$ cat src/rtl/serial_pkg.sv
// Shared definitions for the serial frame receiver and its matching transmitter.
package serial_pkg;

    localparam int unsigned DATA_BITS_DEFAULT = 8;

    typedef enum logic [2:0] {
        IDLE,
        DATA,
        PARITY,
        STOP,
        BREAK
    } state_t;

    // Bit-counter width for a payload of 'bits' bits (never less than one bit).
    function automatic int unsigned cnt_width(input int unsigned bits);
        return (bits > 1) ? $clog2(bits) : 1;
    endfunction

endpackage

$ cat src/rtl/serial_rx_shreg.sv
// Receive datapath: payload shift register, data-bit counter and running parity.
module serial_rx_shreg
    import serial_pkg::*;
#(
    parameter int unsigned DATA_BITS = DATA_BITS_DEFAULT
) (
    input  logic                 i_clk,
    input  logic                 i_rst,
    input  logic                 i_clear,
    input  logic                 i_shift,
    input  logic                 i_par_sample,
    input  logic                 i_ser,
    output logic [DATA_BITS-1:0] o_data,
    output logic                 o_last,
    output logic                 o_par_err
);

    localparam int unsigned CW = cnt_width(DATA_BITS);

    logic [DATA_BITS-1:0] r_shreg;
    logic [CW-1:0]        r_cnt;
    logic                 r_par;
    logic [DATA_BITS:0]   w_shifted;

    // Serial bit enters at the MSB so the first (LSB) bit ends up at bit 0.
    assign w_shifted = {i_ser, r_shreg};

    // Shift, count and accumulate parity; cleared at each start bit.
    always_ff @(posedge i_clk or posedge i_rst) begin
        if (i_rst) begin
            r_shreg <= '0;
            r_cnt   <= '0;
            r_par   <= 1'b0;
        end else if (i_clear) begin
            r_shreg <= '0;
            r_cnt   <= '0;
            r_par   <= 1'b0;
        end else if (i_shift) begin
            r_shreg <= w_shifted[DATA_BITS:1];
            r_cnt   <= r_cnt + CW'(1);
            r_par   <= r_par ^ i_ser;
        end else if (i_par_sample) begin
            r_par   <= r_par ^ i_ser;
        end
    end

    assign o_data    = r_shreg;
    assign o_last    = (r_cnt == CW'(DATA_BITS - 1));
    // Even parity: XOR over data bits and the parity bit must be zero.
    assign o_par_err = r_par;

endmodule

$ cat src/rtl/serial_frame_rx.sv
// Serial frame receiver: start, LSB-first data, even parity, stop; one bit per clock.
module serial_frame_rx
    import serial_pkg::*;
#(
    parameter int unsigned DATA_BITS = DATA_BITS_DEFAULT
) (
    input  logic                 Clk,
    input  logic                 Reset,
    input  logic                 SerIn,
    output logic [DATA_BITS-1:0] DataOut,
    output logic                 Valid,
    output logic                 ParErr,
    output logic                 FrameErr,
    output logic                 Busy
);

    state_t               r_state;
    logic [DATA_BITS-1:0] r_data_out;
    logic                 r_valid;
    logic                 r_par_err;
    logic                 r_frame_err;
    logic                 r_busy;

    logic                 w_clear;
    logic                 w_shift;
    logic                 w_par_sample;
    logic [DATA_BITS-1:0] w_data;
    logic                 w_last;
    logic                 w_par_err;

    assign w_clear      = (r_state == IDLE) && !SerIn;
    assign w_shift      = (r_state == DATA);
    assign w_par_sample = (r_state == PARITY);

    serial_rx_shreg #(
        .DATA_BITS (DATA_BITS)
    ) u_shreg (
        .i_clk        (Clk),
        .i_rst        (Reset),
        .i_clear      (w_clear),
        .i_shift      (w_shift),
        .i_par_sample (w_par_sample),
        .i_ser        (SerIn),
        .o_data       (w_data),
        .o_last       (w_last),
        .o_par_err    (w_par_err)
    );

    // Frame FSM with registered status pulses, payload and busy flag.
    always_ff @(posedge Clk or posedge Reset) begin
        if (Reset) begin
            r_state     <= IDLE;
            r_data_out  <= '0;
            r_valid     <= 1'b0;
            r_par_err   <= 1'b0;
            r_frame_err <= 1'b0;
            r_busy      <= 1'b0;
        end else begin
            r_valid     <= 1'b0;
            r_par_err   <= 1'b0;
            r_frame_err <= 1'b0;
            case (r_state)
                IDLE: begin
                    if (!SerIn) begin
                        r_state <= DATA;
                        r_busy  <= 1'b1;
                    end else begin
                        r_busy  <= 1'b0;
                    end
                end
                DATA: begin
                    r_busy <= 1'b1;
                    if (w_last) begin
                        r_state <= PARITY;
                    end
                end
                PARITY: begin
                    r_busy  <= 1'b1;
                    r_state <= STOP;
                end
                STOP: begin
                    if (SerIn) begin
                        r_data_out <= w_data;
                        r_valid    <= 1'b1;
                        r_par_err  <= w_par_err;
                        r_state    <= IDLE;
                        r_busy     <= 1'b0;
                    end else begin
                        r_frame_err <= 1'b1;
                        r_state     <= BREAK;
                        r_busy      <= 1'b1;
                    end
                end
                BREAK: begin
                    if (SerIn) begin
                        r_state <= IDLE;
                        r_busy  <= 1'b0;
                    end else begin
                        r_busy  <= 1'b1;
                    end
                end
                default: begin
                    r_state <= IDLE;
                    r_busy  <= 1'b0;
                end
            endcase
        end
    end

    assign DataOut  = r_data_out;
    assign Valid    = r_valid;
    assign ParErr   = r_par_err;
    assign FrameErr = r_frame_err;
    assign Busy     = r_busy;

endmodule

$ cat config.mk
export PLATFORM = sky130hd
export DESIGN_NAME = serial_frame_rx
export DESIGN_NICKNAME = d
export VERILOG_FILES = /design/src/rtl/serial_pkg.sv /design/src/rtl/serial_rx_shreg.sv /design/src/rtl/serial_frame_rx.sv
export SDC_FILE = /design/constraint.sdc
export NUM_CORES = 1
export LEC_CHECK = 0
export ABC_AREA = 1
export ABC_CLOCK_PERIOD_IN_PS = 1450
export BUFFER_PORTS_ARGS = -buffer_cell sky130_fd_sc_hd__buf_2
export CAP_MARGIN = 40
export CORE_MARGIN = 10
export CORE_UTILIZATION = 45
export CTS_BUF_LIST = sky130_fd_sc_hd__clkbuf_16
export DETAILED_ROUTE_END_ITERATION = 10
export SYNTH_ARGS = -nofsm -noshare
export SYNTH_HDL_FRONTEND = slang
export SYNTH_SLANG_ARGS = --single-unit
$ cat constraint.sdc
create_clock -name Clk -period 1.45 [get_ports Clk]
set_input_delay 0.3625 -clock Clk [delete_from_list [all_inputs] [get_ports Clk]]
set_output_delay 0.3625 -clock Clk [all_outputs]
set_load 0.05 [all_outputs]
==> results of run 1 <==
state kept, by name, summed over array words and instances, names as in the netlist:
name,count
Busy,1
u_shreg.o_par_err,1
DataOut,8
FrameErr,1
u_shreg.r_cnt,3
r_state,3
ParErr,1
u_shreg.o_data,8
Valid,1
power by group:
part | total, W | switching, W | internal, W
combinational | 0.00132 | 0.000968 | 0.000348
clock | 0.000613 | 0.000239 | 0.000374
sequential | 0.00121 | 0.000180 | 0.00103
total | 0.00314 | 0.00139 | 0.00175
final cells by class:
class	instances	area share
flip-flops and latches	27	0.509
multi-input cells	84	0.311
repair buffers	15	0.0584
clock buffers	3	0.0566
inverters	9	0.0311
well taps	30	0.0283
clock inverters	1	0.00566
final timing paths:
check / startpoint / end / slack (ns) / cells after the start
max: r_state[0] / u_shreg.r_cnt[0] / 0.17 / 4
min: Reset / r_state[2] / 0.15 / 3
max reg2reg: r_state[0] / u_shreg.r_cnt[0] / 0.17 / 4
min reg2reg: DataOut[6] / DataOut[6] / 0.47 / 2
max in group asynchronous: Reset / DataOut[1] / 1.05 / 3
min in group Clk: SerIn / u_shreg.o_data[7] / 0.42 / 3
tightest hold or removal path: stages:
cell and delay, ns:
sky130_fd_sc_hd__buf_2 0.09, sky130_fd_sc_hd__inv_1 0.04, sky130_fd_sc_hd__buf_4 0.31
cells by family (layout without fill, tap and decap cells):
group / count (synthesis) / count (layout)
adders and majority gates: 3 / 3
buffers and inverters: 12 / 28
AOI/OAI and AO/OA: 2 / 2
DFF: 27 / 27
and+or+nand+nor: 79 / 79
per-stage QoR:
step	instance area (sq um)	util
final	1330	0.541
after global routing	1330	0.541
after CTS	1330	0.540
after detailed placement	1240	0.506
after global placement	1240	0.506
after floorplan	1150	-
synth_stat cells, types with 2 or more instances:
master	count
sky130_fd_sc_hd__inv_2	3
sky130_fd_sc_hd__nand3_1	17
sky130_fd_sc_hd__nand2_1	51
sky130_fd_sc_hd__nand3_2	2
sky130_fd_sc_hd__o211ai_1	2
sky130_fd_sc_hd__buf_4	2
sky130_fd_sc_hd__ha_1	3
sky130_fd_sc_hd__nor2_1	2
sky130_fd_sc_hd__inv_1	5
sky130_fd_sc_hd__dfrtp_1	27
routing by layer:
| layer | routed length (um) | global-route usage | vias to the layer above |
|---|---|---|---|
| met1 | 940 | 0.106 | 374 |
| met2 | 878 | 0.140 | 17 |
| li1 | - | - | 433 |
| met5 | 0 | 0 | - |
| met3 | 99 | 0.0268 | 4 |
| met4 | 29 | 0.0395 | 0 |
what timing repair did:
action,4_1_cts,5_1_grt
buffers inserted,0,0
gates resized for setup,0,1
setup endpoints to repair,0,1
==> impl_results.md, run 1 <==
- Outcome: finished, final reports clean
- Total power consumption of the routed design: 0.00314 W
- Maximum resistive drop on vdd: 1.30 mV
- Power density cells: 2360 nW/um^2
- Headroom to the max-slew limit: 0.782
- Number of antenna violations at the first check in global routing: 0
- Number of filler instances in the final layout: 238
- Hold slack: 0.153 ns
- CTS clock-pin slew for the worst setup and hold paths: 0.06 ns
- Number of endpoints with negative hold slack in the final report: 0
- Post-synthesis compound-gate area fraction: 0.0131
- Count of flip-flops with a built-in enable after synthesis: 0
- Weighted congestion at the end of routability-driven global placement: 0.728
- Pin count of the biggest net entering global routing: 28
- Wire length of the first global-routing pass: 3.63 mm
- Clock latency on the worst-skew pair: 0.25 ns
- Total buffers and inverters traversed by the critical path: 0
- Vias per cell: 4.90
- Minimum setup slack in the final design: 0.165 ns
- Area of the core: 2450 sq um
- Final Slew Violations: 0
- Leading cell types in the layout, fill and taps excluded: 51 x sky130_fd_sc_hd__nand2_1, 27 x sky130_fd_sc_hd__dfrtp_1, 17 x sky130_fd_sc_hd__nand3_1, 14 x sky130_fd_sc_hd__buf_2, 5 x sky130_fd_sc_hd__inv_1
- Slew at the pin closest to its max-slew limit: 0.328 ns
- Multiplexer fraction of the synthesized cell area: 0
- Die outline width: 70.5 um
- Post-synthesis instance total: 123
- Leakage power total: 0.766 nW
- Net count of the mapped netlist: 129
- Share of the synthesized area in the top cell type: 0.589
- Minimum clock period: 1.28 ns
- Average routed wire per standard cell: 11.5 um
- Place WS: 0.163 ns
- Longest Clk Path Bufs: 2
- Net total in the final layout: 146
- Slowest stage cell on the critical path: sky130_fd_sc_hd__dfrtp_1
- Synth Area in Adders: 0.0327
- Cell type contributing the most total cell area after synthesis: sky130_fd_sc_hd__dfrtp_1
- Sort of element at the start of the critical path: flop
- Floorplan row count: 18
- Antenna Nets Post-Route: 0
- Total routing resource utilization after global routing: 0.0880
- DP Cell Count: 165
- Total number of yosys warnings: 0
- Number of distinct library cells after synthesis: 19
- DRT iter0 DRCs: 59
- Critical Setup Path Class: flop to flop
- Crit-path leading delay family: simple AND/OR/NAND/NOR gates
- Portion of the post-synthesis area used by sequential elements: 0.589
- Slowest Stage Delay on Critical Path: 0.44 ns
- Xor and xnor fraction of the mapped netlist area: 0
- Upper clock frequency limit: 778 MHz
- Class of the most critical hold timing path: input pin to async pin
- Dominant combinational cell family by area after synthesis: simple AND/OR/NAND/NOR gates
- Final setup fails: 0
- Syn avg cell area: 9.33 sq um
- Data arrival time of the critical path: 1.43 ns
- Worst Skew: 0.00192 ns
- Layout cells sized above 1: 0.209
- Die height: 70.5 um
- Count of vias placed by the detailed router: 828
- Area Overhead vs Synth: 15.7%
- Max Fanout on Critical Path: 15
- Number of max-cap violations: 0
- Total I/O pin count: 15
- Buffers on Ports: 14
- Tcrit/Tclk final: 0.886
- CTS sink count: 27
- Clock tree from TritonCTS: built
- Number of standard cells in the layout, taps in and fillers out: 169
- Floorplan die area: 4970 sq um
- Summed negative setup slack over all endpoints: 0 ns
- Antenna Diode Count: 0
- Length of the first detailed-routing pass in iterations: 5
- HPWL reported at the end of detailed placement: 1.46 mm
- Type of destination of the critical path: flop
- Number of H-tree levels: 1
- Total overflow reported by the global router: 0
- Number of remaining DRC errors: 0
- Seq cells post-synth: 27
- Area contributors post-synth: sky130_fd_sc_hd__dfrtp_1 59%, sky130_fd_sc_hd__nand2_1 17%, sky130_fd_sc_hd__nand3_1 7.4%, sky130_fd_sc_hd__ha_1 3.3%, sky130_fd_sc_hd__nand3_2 1.7%
- Via count of the first global-routing pass: 802
- Multi-input gate area: 413 sq um
- Most frequent standard cell in the layout excluding fill and tap cells: sky130_fd_sc_hd__nand2_1
- Root cell of the clock tree: sky130_fd_sc_hd__clkbuf_16
- Number of CTS-inserted buffers: 3
- Sequential cell area: 676 sq um
- Wire length after detailed routing: 1.95 mm
- Share of synthesized cell area in and, or, nand and nor gates: 0.314
- Cells traversed along the worst timing path: nor2_2, nand3_2, nand3b_1, nand2_1
- # hold bufs at CTS: 0
- Share of synthesized registers carrying an async set or reset: 1.00
- Post-Synthesis Cell Area: 1150 sq um
- Worst EP required: 1.60 ns
- Most common flop cell mapped by yosys: sky130_fd_sc_hd__dfrtp_1
- Initial Utilization: 0.467
- RSZ-0062 raised after global routing: no
(Power assumes the default switching activity.)
==> run 2, diff against run 1 <==
SETUP_SLACK_MARGIN = 0.4   (was not set)
==> run 2 against run 1 <==
Sequential cell count unchanged. Critical endpoint is now DataOut[3]. Cell count increased by 12%. Core utilization increased by 17 points. Worst setup slack improved by 0.11 ns. Via count increased by 13%. Clock skew increased by 0.0022 ns. Non-clock buffer count increased by 15. First-iteration DRC count increased by 10%. Worst hold slack got worse by 0.0062 ns. Global-route usage increased by 2.0 points. Power increased by 28%. Sequential share of layout area decreased by 12 points.
==> impl_results.md, run 2 (synthesis results as in run 1) <==
- Crit-path leading delay family: flip-flops
- Leading cell types in the layout, fill and taps excluded: 38 x sky130_fd_sc_hd__nand2_1, 24 x sky130_fd_sc_hd__dfrtp_1, 14 x sky130_fd_sc_hd__nand3_2, 14 x sky130_fd_sc_hd__buf_6, 14 x sky130_fd_sc_hd__buf_4
- Total routing resource utilization after global routing: 0.108
- Maximum resistive drop on vdd: 1.39 mV
- Cells traversed along the worst timing path: buf_6
- DRT iter0 DRCs: 65
- Average routed wire per standard cell: 13.7 um
- RSZ-0062 raised after global routing: yes
- Worst Skew: 0.00409 ns
- R2R Setup Slk: 0.31 ns
- Weighted congestion at the end of routability-driven global placement: 0.728
- Longest Clk Path Bufs: 2
- Number of max-cap violations: 0
- Upper clock frequency limit: 851 MHz
- Tcrit/Tclk final: 0.810
- Clock tree from TritonCTS: built
- Slowest Stage Delay on Critical Path: 0.39 ns
- Layout cells sized above 1: 0.516
- Buffers on Ports: 14
- Type of destination of the critical path: output pin
- Headroom to the max-slew limit: 0.781
- Total I/O pin count: 15
- Count of vias placed by the detailed router: 939
- Max Fanout on Critical Path: 2
- CTS sink count: 27
- Via count of the first global-routing pass: 936
- Final setup fails: 0
- Number of H-tree levels: 1
- # hold bufs at CTS: 0
- CTS clock-pin slew for the worst setup and hold paths: 0.07 ns
- Slowest stage cell on the critical path: sky130_fd_sc_hd__dfrtp_1
- Area Overhead vs Synth: 52.3%
- Most frequent standard cell in the layout excluding fill and tap cells: sky130_fd_sc_hd__nand2_1
- Die height: 70.5 um
- Switching share of power: 0.446
- Number of endpoints with negative hold slack in the final report: 0
- Length of the first detailed-routing pass in iterations: 4
- Pin count of the biggest net entering global routing: 28
- Part of the total power dissipated in the clock network: 0.156
- Post-route standard cell area excluding fillers: 1750 sq um
- Leakage power total: 0.943 nW
- Placed cell areas: 1250 sq um
- Wire length after detailed routing: 2.58 mm
- Summed negative setup slack over all endpoints: 0 ns
- Power density cells: 2310 nW/um^2
- Sort of element at the start of the critical path: flop
- Root cell of the clock tree: sky130_fd_sc_hd__clkbuf_16
- Number of cells on the worst reg-to-reg path: 4
- Int Pwr: 0.00223 W
- Worst EP required: 1.09 ns
- Total overflow reported by the global router: 0
- Critical Setup Path Class: flop to output pin
- Total buffers and inverters traversed by the critical path: 1
- Area of the core: 2450 sq um
- Final Slew Violations: 0
- HPWL reported at the end of detailed placement: 1.40 mm
- Initial Utilization: 0.467
- Floorplan die area: 4970 sq um
- Beginning of the worst register-to-register path: r_state[1]
- Net total in the final layout: 166
- Antenna Diode Count: 0
- Clock latency on the worst-skew pair: 0.26 ns
- Class of the most critical hold timing path: input pin to async pin
- Antenna Nets Post-Route: 0
- Number of remaining DRC errors: 0
- Combinational group share of total power: 0.516
- Vias per cell: 4.97
- Number of CTS-inserted buffers: 3
- Die outline width: 70.5 um
- Switching Power: 0.00180 W
- Sequential fraction of design power: 0.329
- Slew at the pin closest to its max-slew limit: 0.329 ns
- Outcome: finished, final reports clean
- Endpoint of the worst-slack reg-to-reg timing path: u_shreg.r_cnt[0]
- Data arrival time of the critical path: 0.81 ns
- Number of antenna violations at the first check in global routing: 0
- Floorplan row count: 18
- Wire length of the first global-routing pass: 4.46 mm
- Minimum clock period: 1.18 ns
run 2: cell types whose count changed in the layout (fill, tap and decap cells not counted), moves of 4 or more:
cell                      previous run  this run
sky130_fd_sc_hd__buf_4               1        14
sky130_fd_sc_hd__nand3_1            17         4
sky130_fd_sc_hd__buf_2              14         2
sky130_fd_sc_hd__nand2_2             1        11
sky130_fd_sc_hd__buf_6               0        14
sky130_fd_sc_hd__nand2_1            51        38
sky130_fd_sc_hd__nand2_4             1         5
sky130_fd_sc_hd__nand3_2             2        14
run 2: metal layers:
| layer | part of all wire | global-route usage |
|---|---|---|
| met1 | 0.47 | 0.138 |
| met2 | 0.48 | 0.169 |
| met3 | 0.039 | 0.0311 |
| met4 | 0.012 | 0.0395 |
| met5 | 0 | 0 |
run 2: per-stage QoR:
step                std cells  setup slack [ns]   util  power [W]  hold WS (ns)
floorplan                 123             0.370      -    0.00230         0.415
global placement          165             0.211  0.509    0.00252         0.435
detailed placement        165             0.155  0.509    0.00255         0.439
CTS                       180             0.274  0.637    0.00371         0.162
global route              189             0.246  0.712    0.00431         0.197
finish                    189             0.275  0.712    0.00403         0.147
run 2: final cells by class:
type / instances / area [sq um]
flip-flops and latches: 27 / 679
clock inverters: 1 / 7.51
multi-input cells: 87 / 609
inverters: 9 / 53.8
repair buffers: 30 / 273
fillers: 179 / 707
well taps: 30 / 37.5
clock buffers: 3 / 75.1
repair inverters: 2 / 12.5
run 2: power groups by stage:
stage          sequential, W  clock (W)  combinational [W]
2_1_floorplan        0.00161          0           0.000699
3_3_place_gp         0.00122          0            0.00130
3_5_place_dp         0.00123          0            0.00133
4_1_cts              0.00127   0.000642            0.00180
5_1_grt              0.00136   0.000681            0.00227
6_report             0.00132   0.000627            0.00208
run 2: how the worst max path moves through the flow:
stage | startpoint | end | slack (ns) | depth (start not counted)
2_1_floorplan | r_state[1] | u_shreg.o_data[6] | 0.37 | 5
3_3_place_gp | r_state[2] | u_shreg.o_data[6] | 0.21 | 5
5_1_grt | DataOut[1] | DataOut[1] | 0.25 | 1
4_1_cts | DataOut[1] | DataOut[1] | 0.27 | 1
6_report | DataOut[3] | DataOut[3] | 0.27 | 1
3_5_place_dp | r_state[2] | u_shreg.r_cnt[0] | 0.16 | 5
run 2: timing repair:
| action | in CTS | in global routing |
|---|---|---|
| endpoints found under the setup margin | 34 | 36 |
| gates resized for setup | 42 | 33 |
| pin swaps | 7 | 16 |
| gates cloned | 3 | 2 |
| buffers inserted | 8 | 7 |
==> run 3, diff against run 2 <==
ABC_AREA = 0   (was 1)
ABC_CLOCK_PERIOD_IN_PS = 1200   (was 1450)
clock period = 1.2 ns   (was 1.45 ns; I/O delays follow)
==> run 3 against run 2 <==
The flow now finishes with violations (negative setup slack). Critical path type is now flop to flop. Sequential cell count unchanged. Largest power group unchanged. Synthesized cell count decreased by 32%. Global-route usage decreased by 1.4 points. Highest routed layer unchanged. Register-to-register slack got worse by 0.38 ns.
==> impl_results.md, run 3 <==
- Outcome: finished, violations left
- Violations in the final reports: negative setup slack
- Layout cells sized above 1: 0.700
- Switching Power: 0.00164 W
- HPWL reported at the end of detailed placement: 1.49 mm
- Total routing resource utilization after global routing: 0.0945
- Via count of the first global-routing pass: 839
- Cell types with the highest counts after synthesis: 27 x sky130_fd_sc_hd__dfrtp_1, 9 x sky130_fd_sc_hd__a22o_1, 8 x sky130_fd_sc_hd__mux2_4
- Area of the core: 2500 sq um
- Cell type contributing the most total cell area after synthesis: sky130_fd_sc_hd__dfrtp_1
- Type of destination of the critical path: flop
- CTS clock-pin slew for the worst setup and hold paths: 0.07 ns
- Number of cells on the worst reg-to-reg path: 3
- RSZ-0062 raised after global routing: yes
- DRT iter0 DRCs: 44
- Power density cells: 2580 nW/um^2
- Worst EP required: 1.35 ns
- Switching share of power: 0.359
- R2R Setup Slk: -0.07 ns
- Count of flip-flops with a built-in enable after synthesis: 0
- Longest Clk Path Bufs: 2
- Share of the synthesized area in the top cell type: 0.572
- Share of synthesized cell area in and, or, nand and nor gates: 0.109
- Part of the total power dissipated in the clock network: 0.172
- Synth Area in Adders: 0.0318
- Class of the most critical hold timing path: input pin to async pin
- Area Overhead vs Synth: 50.0%
- Multiplexer fraction of the synthesized cell area: 0.120
- Endpoint of the worst-slack reg-to-reg timing path: DataOut[3]
- Sort of element at the start of the critical path: flop
- Post-synthesis compound-gate area fraction: 0.118
- Clock tree from TritonCTS: built
- Most common flop cell mapped by yosys: sky130_fd_sc_hd__dfrtp_1
- Floorplan die area: 5070 sq um
- Net total in the final layout: 127
- Tcrit/Tclk final: 1.06
- Int Pwr: 0.00293 W
- Seq cells post-synth: 27
- Average routed wire per standard cell: 15.6 um
- Weighted congestion at the end of routability-driven global placement: 0.716
- Share of synthesized registers carrying an async set or reset: 1.00
- Number of endpoints with negative hold slack in the final report: 0
- Count of vias placed by the detailed router: 799
- Antenna Nets Post-Route: 0
- Syn avg cell area: 14.1 sq um
- Pin count of the biggest net entering global routing: 28
- Floorplan row count: 18
- Leakage power total: 0.813 nW
- Data arrival time of the critical path: 1.42 ns
- Root cell of the clock tree: sky130_fd_sc_hd__clkbuf_16
- Sequential fraction of design power: 0.338
- Dominant combinational cell family by area after synthesis: multiplexers
- Critical Setup Path Class: flop to flop
- Antenna Diode Count: 0
- Vias per cell: 5.33
- Die outline width: 71.2 um
- Final setup fails: 10
- Leading cell types in the layout, fill and taps excluded: 14 x sky130_fd_sc_hd__dfrtp_2, 13 x sky130_fd_sc_hd__buf_4, 13 x sky130_fd_sc_hd__dfrtp_1, 12 x sky130_fd_sc_hd__buf_8
- Cell with the most instances after synthesis: sky130_fd_sc_hd__dfrtp_1
- Wire length of the first global-routing pass: 4.03 mm
- Portion of the post-synthesis area used by sequential elements: 0.572
- Max Fanout on Critical Path: 9
- Number of remaining DRC errors: 0
- Number of filler instances in the final layout: 165
- Post-synthesis instance total: 84
- Most frequent standard cell in the layout excluding fill and tap cells: sky130_fd_sc_hd__dfrtp_2
- Post-Synthesis Cell Area: 1180 sq um
- Xor and xnor fraction of the mapped netlist area: 0
- Clock latency on the worst-skew pair: 0.27 ns
- Length of the first detailed-routing pass in iterations: 3
- Minimum setup slack in the final design: -0.0661 ns
- Number of H-tree levels: 1
- Area contributors post-synth: sky130_fd_sc_hd__dfrtp_1 57%, sky130_fd_sc_hd__mux2_4 10%, sky130_fd_sc_hd__a22o_1 6.7%, sky130_fd_sc_hd__ha_1 3.2%, sky130_fd_sc_hd__a21oi_1 2.5%
- Upper clock frequency limit: 790 MHz
- Wire length after detailed routing: 2.35 mm
- Total power consumption of the routed design: 0.00456 W
- Beginning of the worst register-to-register path: r_state[2]
- Placed cell areas: 1410 sq um
- CTS sink count: 27
- Die height: 71.2 um
- Slew at the pin closest to its max-slew limit: 0.587 ns
- Worst setup endpoint: DataOut[3]
- Total overflow reported by the global router: 0
- Minimum clock period: 1.27 ns
- Number of CTS-inserted buffers: 3
- Headroom to the max-slew limit: 0.608
- Post-route standard cell area excluding fillers: 1770 sq um
- Number of distinct library cells after synthesis: 29
- Launch point of the worst path: r_state[2]
- Initial Utilization: 0.472
- Final Slew Violations: 0
- Worst Skew: 0.00403 ns
- Total number of yosys warnings: 0
- Net count of the mapped netlist: 90
- Total I/O pin count: 15
- Maximum resistive drop on vdd: 1.91 mV
- Combinational group share of total power: 0.489
- # hold bufs at CTS: 0
- Number of max-cap violations: 0
- Buffers on Ports: 14
- Number of antenna violations at the first check in global routing: 0
## run 3: changes by cell type in the layout (fill, tap and decap cells not counted), sizes merged, moves of 7 or more
cell   delta
a22o      +9
inv       -7
mux2      +9
nand2    -50
nand3    -19
## run 3: critical path, stage by stage, from the launching register on
cell                      delay (ns)
sky130_fd_sc_hd__dfrtp_1        0.40
sky130_fd_sc_hd__and3b_4        0.34
sky130_fd_sc_hd__nand2_8        0.10
sky130_fd_sc_hd__mux2_4         0.31
## run 3: kinds of logic (layout without fill, tap and decap cells)
kind of cell	count (synthesis)	in the layout
and+or+nand+nor	16	17
buffers and inverters	9	44
DFF	27	27
adders and majority gates	3	3
muxes	10	10
AOI/OAI and AO/OA	19	19
## run 3: what timing repair did
item | CTS | global route
endpoints found under the setup margin | 39 | 39
cloned | 1 | 0
buffers inserted | 6 | 2
pin swaps | 8 | 2
gates resized for setup | 52 | 8
## run 3: routing by layer
metal,wire [um],track usage
met1,1050,0.114
met2,1150,0.152
met3,135,0.0386
met4,15,0.0258
met5,0,0
## run 3: worst min-delay path by stage
stage | to | cells after the start | slack [ns]
4_1_cts | u_shreg.o_data[1] | 2 | 0.11
2_1_floorplan | r_state[0] | 1 | 0.20
6_report | u_shreg.o_data[1] | 2 | 0.09
3_5_place_dp | u_shreg.o_data[1] | 2 | 0.39
5_1_grt | u_shreg.o_data[6] | 2 | 0.15
3_3_place_gp | u_shreg.o_par_err | 2 | 0.39
## run 3: layout make-up
type / count / area, sq um / area share
clock inverters: 1 / 7.51 / 0.00424
clock buffers: 3 / 75.1 / 0.0424
well taps: 30 / 37.5 / 0.0212
multi-input cells: 49 / 537 / 0.303
flip-flops and latches: 27 / 693 / 0.391
inverters: 4 / 23.8 / 0.0134
repair buffers: 36 / 398 / 0.225
## run 3: power groups by stage
stage / clock network (W) / logic, W / registers, W
6_report: 0.000787 / 0.00223 / 0.00154
5_1_grt: 0.000825 / 0.00240 / 0.00158
4_1_cts: 0.000793 / 0.00213 / 0.00152
3_5_place_dp: 0 / 0.00168 / 0.00148
3_3_place_gp: 0 / 0.00163 / 0.00147
2_1_floorplan: 0 / 0.000912 / 0.00182
## run 3: metrics by stage
step                      instances  setup TNS, ns  utilization  hold WS, ns  worst slack (ns)
final                           150         -0.567        0.709       0.0942           -0.0661
after global routing            150          -1.22        0.709        0.149            -0.106
after CTS                       148         -0.514        0.686        0.110           -0.0584
after detailed placement        137         -0.595        0.562        0.391           -0.0694
after global placement          137         -0.513        0.562        0.389           -0.0539
after floorplan                  84         -0.149            -        0.196           -0.0231
